File: src/rtl/piso_tx.sv
// piso_tx: parallel-in serial-out transmitter.
//   Accepts a WIDTH-bit word on a valid/ready handshake and shifts it out
//   MSB-first, one bit per clock, qualified by sdo_valid. done pulses in the
//   cycle the final frame bit is on sdo. A new word may be accepted in that
//   same cycle, so back-to-back frames are gapless.
// Optional feature macro: PISO_PARITY_EN -- appends an even-parity bit (^pdi)
//   after the LSB. done and load_ready then move to that parity cycle.
// Ports:
//   clk        rising-edge clock
//   reset_n    asynchronous active-low reset
//   load_valid producer has a word on pdi
//   pdi        parallel data in, sampled only on an accepted load
//   load_ready block can accept a word this cycle
//   sdo        serial data out, MSB first
//   sdo_valid  sdo carries a frame bit this cycle
//   busy       a frame is in progress
//   done       final frame bit is on sdo this cycle
module piso_tx #(
  parameter int WIDTH = 8
) (
  input  logic             clk,
  input  logic             reset_n,
  input  logic             load_valid,
  input  logic [WIDTH-1:0] pdi,
  output logic             load_ready,
  output logic             sdo,
  output logic             sdo_valid,
  output logic             busy,
  output logic             done
);

  localparam int CW = ($clog2(WIDTH+1) < 1) ? 1 : $clog2(WIDTH+1);
  localparam logic [CW-1:0] LAST = CW'(WIDTH-1);

`ifdef PISO_PARITY_EN
  typedef enum logic [1:0] {IDLE, SHIFT, PARITY} state_t;
`else
  typedef enum logic [0:0] {IDLE, SHIFT} state_t;
`endif

  state_t           state, state_n;
  logic [WIDTH-1:0] piso_r, piso_n;
  logic [CW-1:0]    cnt, cnt_n;
  logic             last_bit;
  logic             accept;
`ifdef PISO_PARITY_EN
  logic             par_r, par_n;
`endif

  // Final frame bit is on sdo: last data bit, or the parity bit if present.
`ifdef PISO_PARITY_EN
  assign last_bit = (state == PARITY);
`else
  assign last_bit = (state == SHIFT) && (cnt == LAST);
`endif

  // reset_n gates ready so nothing is promised while the block is held.
  assign load_ready = reset_n && ((state == IDLE) || last_bit);
  assign accept     = load_valid && load_ready;

  // Outputs depend on registered state only.
  always_comb begin
    sdo = 1'b0;
    if (state == SHIFT) sdo = piso_r[WIDTH-1];
`ifdef PISO_PARITY_EN
    else if (state == PARITY) sdo = par_r;
`endif
  end

  assign sdo_valid = (state != IDLE);
  assign busy      = (state != IDLE);
  assign done      = last_bit;

  always_comb begin
    state_n = state;
    piso_n  = piso_r;
    cnt_n   = cnt;
`ifdef PISO_PARITY_EN
    par_n   = par_r;
`endif
    case (state)
      SHIFT: begin
        piso_n = piso_r << 1;
        cnt_n  = cnt + 1'b1;
`ifdef PISO_PARITY_EN
        if (cnt == LAST) state_n = PARITY;
`else
        if (cnt == LAST) state_n = IDLE;
`endif
      end
`ifdef PISO_PARITY_EN
      PARITY:  state_n = IDLE;
`endif
      default: ;
    endcase
    // An accepted load overrides the above: IDLE start or seamless reload.
    if (accept) begin
      state_n = SHIFT;
      piso_n  = pdi;
      cnt_n   = '0;
`ifdef PISO_PARITY_EN
      par_n   = ^pdi;
`endif
    end
  end

  always_ff @(posedge clk or negedge reset_n) begin
    if (!reset_n) begin
      state  <= IDLE;
      piso_r <= '0;
      cnt    <= '0;
`ifdef PISO_PARITY_EN
      par_r  <= 1'b0;
`endif
    end else begin
      state  <= state_n;
      piso_r <= piso_n;
      cnt    <= cnt_n;
`ifdef PISO_PARITY_EN
      par_r  <= par_n;
`endif
    end
  end

endmodule

File: config.mk
export PLATFORM = sky130hd
export DESIGN_NAME = piso_tx
export DESIGN_NICKNAME = d
export VERILOG_FILES = /design/src/rtl/piso_tx.sv
export SDC_FILE = /design/constraint.sdc
export NUM_CORES = 1
export LEC_CHECK = 0
export CAP_MARGIN = 20
export CELL_PAD_IN_SITES_DETAIL_PLACEMENT = 1
export CELL_PAD_IN_SITES_GLOBAL_PLACEMENT = 2
export CORE_ASPECT_RATIO = 0.7
export CORE_UTILIZATION = 30
export DETAILED_ROUTE_END_ITERATION = 16
export PLACE_DENSITY_LB_ADDON = 0.1
export RECOVER_POWER = 25
export SYNTH_ARGS = -nofsm -noshare
export SYNTH_HDL_FRONTEND = slang
export SYNTH_SLANG_ARGS = --single-unit
File: constraint.sdc
create_clock -name clk -period 1.75 [get_ports clk]
set_input_delay 0.35 -clock clk [delete_from_list [all_inputs] [get_ports clk]]
set_output_delay 0.35 -clock clk [all_outputs]
set_load 0.01 [all_outputs]
==> results of run 1 <==
[layout by cell type (no fill, tap or decap), drive strengths merged]
cell,synthesis,routed
xor2,2,2
inv,1,1
o221a,7,7
o21ai,1,1
dfrtp,13,13
dlygate4sd2,0,1
and2,2,2
or2,1,1
buf,3,13
a21oi,1,1
clkbuf,1,4
nand2,4,4
nand4,1,1
mux2i,1,1
dlymetal6s2s,0,2
a32o,1,1
xnor2,1,1
dlygate4sd3,0,1
nand3b,1,1
ha,1,1
a211o,7,7
nor2,5,5
clkdlybuf4s50,0,10
and3,7,7
[sequential cells by signal, indices dropped and copies added (netlist names)]
name and count:
busy 1, cnt 4, piso_r 8
[critical path: stages, from the launching register on]
cell and delay [ns]:
dfrtp_1 0.39, ha_2 0.21, nand3b_4 0.08, nand2_1 0.07, and2_1 0.15, buf_2 0.13
[cells by family (layout without fill, tap and decap cells)]
family / after synthesis / count (layout)
compound gates: 17 / 17
mux: 1 / 1
simple gates: 21 / 21
flops: 13 / 13
xor+xnor: 3 / 3
buf+inv: 5 / 32
fa+ha+maj: 1 / 1
[layer usage]
layer / part of all wire, % / vias to the layer above / GRT usage [%]
li1: - / 286 / -
met1: 51 / 282 / 23.8
met2: 43 / 12 / 23.2
met3: 4.9 / 2 / 6.48
met4: 0.77 / 0 / 4.29
met5: 0 / - / 0
[per-stage QoR]
| step | TNS [ns] | instances | hold slack (ns) | util (%) |
|---|---|---|---|---|
| after floorplan | 0 | 61 | 0.0544 | - |
| after global placement | -0.139 | 115 | 0.524 | 43.3 |
| after detailed placement | -0.146 | 115 | 0.525 | 43.3 |
| after CTS | 0 | 120 | 0.383 | 44.7 |
| after global routing | 0 | 120 | 0.463 | 44.9 |
| final | 0 | 120 | 0.453 | 44.9 |
[final cells by class]
cell class	instances	area, um2
multi-input combinational	43	334
inverter	1	3.75
fill	251	1190
timing repair buffer	27	239
sequential	13	325
tap	32	40.0
clock buffer	4	26.3
[worst max path at each step]
stage	to	depth (start not counted)
6_report	load_ready	5
5_1_grt	load_ready	5
4_1_cts	busy	2
3_5_place_dp	load_ready	3
3_3_place_gp	load_ready	3
2_1_floorplan	piso_r[1]	5
[report_power, final]
part / internal, uW / total (uW) / switching, uW / leakage [uW]
Clock: 88.6 / 194 / 105 / 0.0000150
Sequential: 445 / 534 / 88.8 / 0.000157
Combinational: 447 / 783 / 337 / 0.000293
Total: 980 / 1510 / 530 / 0.000465
[timing repair]
item / CTS / global route
setup endpoints to repair: 4 / 2
hold buffers: 0 / 0
resized for setup: 6 / 2
setup buffers: 1 / 0
pin swaps: 1 / 0
==> results.txt, run 1 <==
mux share of post-synthesis cell area - 1.46%
per-cell routed wire length - 14.1 um
Synth Area in Compound Gates - 23.4%
reg2reg path depth - 5
clock root buffer - clkbuf_4
status - complete, no violations
Syn-to-layout area delta - 41.2%
layout cell share with drive strength beyond 1 - 20.5%
via count of the first global-routing pass - 615
reg-to-reg critical path startpoint - cnt[0]
Ys Warns - 0
count of final hold-check violations - 0
DRC violations left - 0
PD cells - 1560 nW/um2
Synth top cells by count - dfrtp_1 (13), a211o_1 (7), and3_1 (7), o221a_1 (7), nor2_1 (5)
ANT cells - 0
CP endpoint kind - output port
full die area - 2480 um2
width of the die - 59.1 um
slew margin rel. - 69.9%
worst-path maximum fanout - 3
Final Wtd Congestion - 0.741
pin count of the biggest net entering global routing - 20
mean area per synthesized cell - 11.2 um2
most common cell in the netlist - dfrtp_1
Worst Skew - 0.00735 ns
Cell Rows - 14
synth top area cells - dfrtp_1 (47%), o221a_1 (11%), a211o_1 (8.9%)
first-pass GRT wire length - 2950 um
count of final max-slew check failures - 0
Synth Area in XOR/XNOR - 3.83%
TritonCTS Sinks - 13
Synthesized Nets - 73
fmax - 602 MHz
Final period util - 94.9%
adder-cell share of the synthesized area - 1.82%
sequential cell area fraction in the yosys report - 47.4%
nets@finish - 101
Worst-Skew Late Latency - 0.29 ns
CTS H-Tree Depth - 1
vias after detailed routing - 582
Syn Inst Count - 61
max-cap violations - 0
floorplan die height - 42 um
Synth top area share - 47.4%
pre-CTS setup slack - -0.146 ns
fin crit period - 1.66 ns
CP Launch Type - flip-flop
Final Routed Wirelength - 1690 um
Worst Max-Slew Pin Slew - 0.452 ns
Seq cells post-synth - 13
CTS tree - yes
initial antenna violation count - 0
initial detailed-routing violation count - 22
Cell Area, Synth - 686 um2
top_reg_cell synth - dfrtp_1
CTS Buffer Depth - 2
placed cell area - 933 um2
Final ANT Viol Nets - 0
core area - 2150 um2
Yosys cell types - 21
count of input and output buffers - 15
DP HPWL - 1240 um
grt ovf - 0
FF-to-FF setup slack - 0.15 ns
count of flip-flops with a built-in enable after synthesis - 0
Max IR drop VDD - 591 uV
Post-Synth Simple-Gate Area - 17.9%
clk slew on worst S/H paths - 0.09 ns
Crit path required time - 1.40 ns
largest family of logic cells by synthesized area - compound AO/OA/AOI/OAI gates
Synth area leader - dfrtp_1
Async SR Flop Fraction - 100%
drt via density - 4.85
First-pass DRT Iterations - 4
final setup margin - 0.0887 ns
# IOs - 16
global-route usage over all layers - 16.6%
cell area after layout - 968 um2
TritonCTS buffer count - 3
RSZ-0062 raised after global routing - false
Setup CP Type - reg -> out
endpoints failing setup - 0
Crit path arrival time - 1.31 ns
Overall Power - 1510 uW
RR Endpoint - piso_r[2]
initial core utilization - 31.8%
leakage - 0.000465 uW
Critical path origin - cnt[1]
Min-Delay Path Class - in -> async
(Power assumes the default switching activity.)
==> run 2: changes to the inputs <==
CTS_CLUSTER_DIAMETER = 200   (was not set)
==> results of run 2 <==
Same layout as run 1: the final DEF is identical, and so are final timing and power.
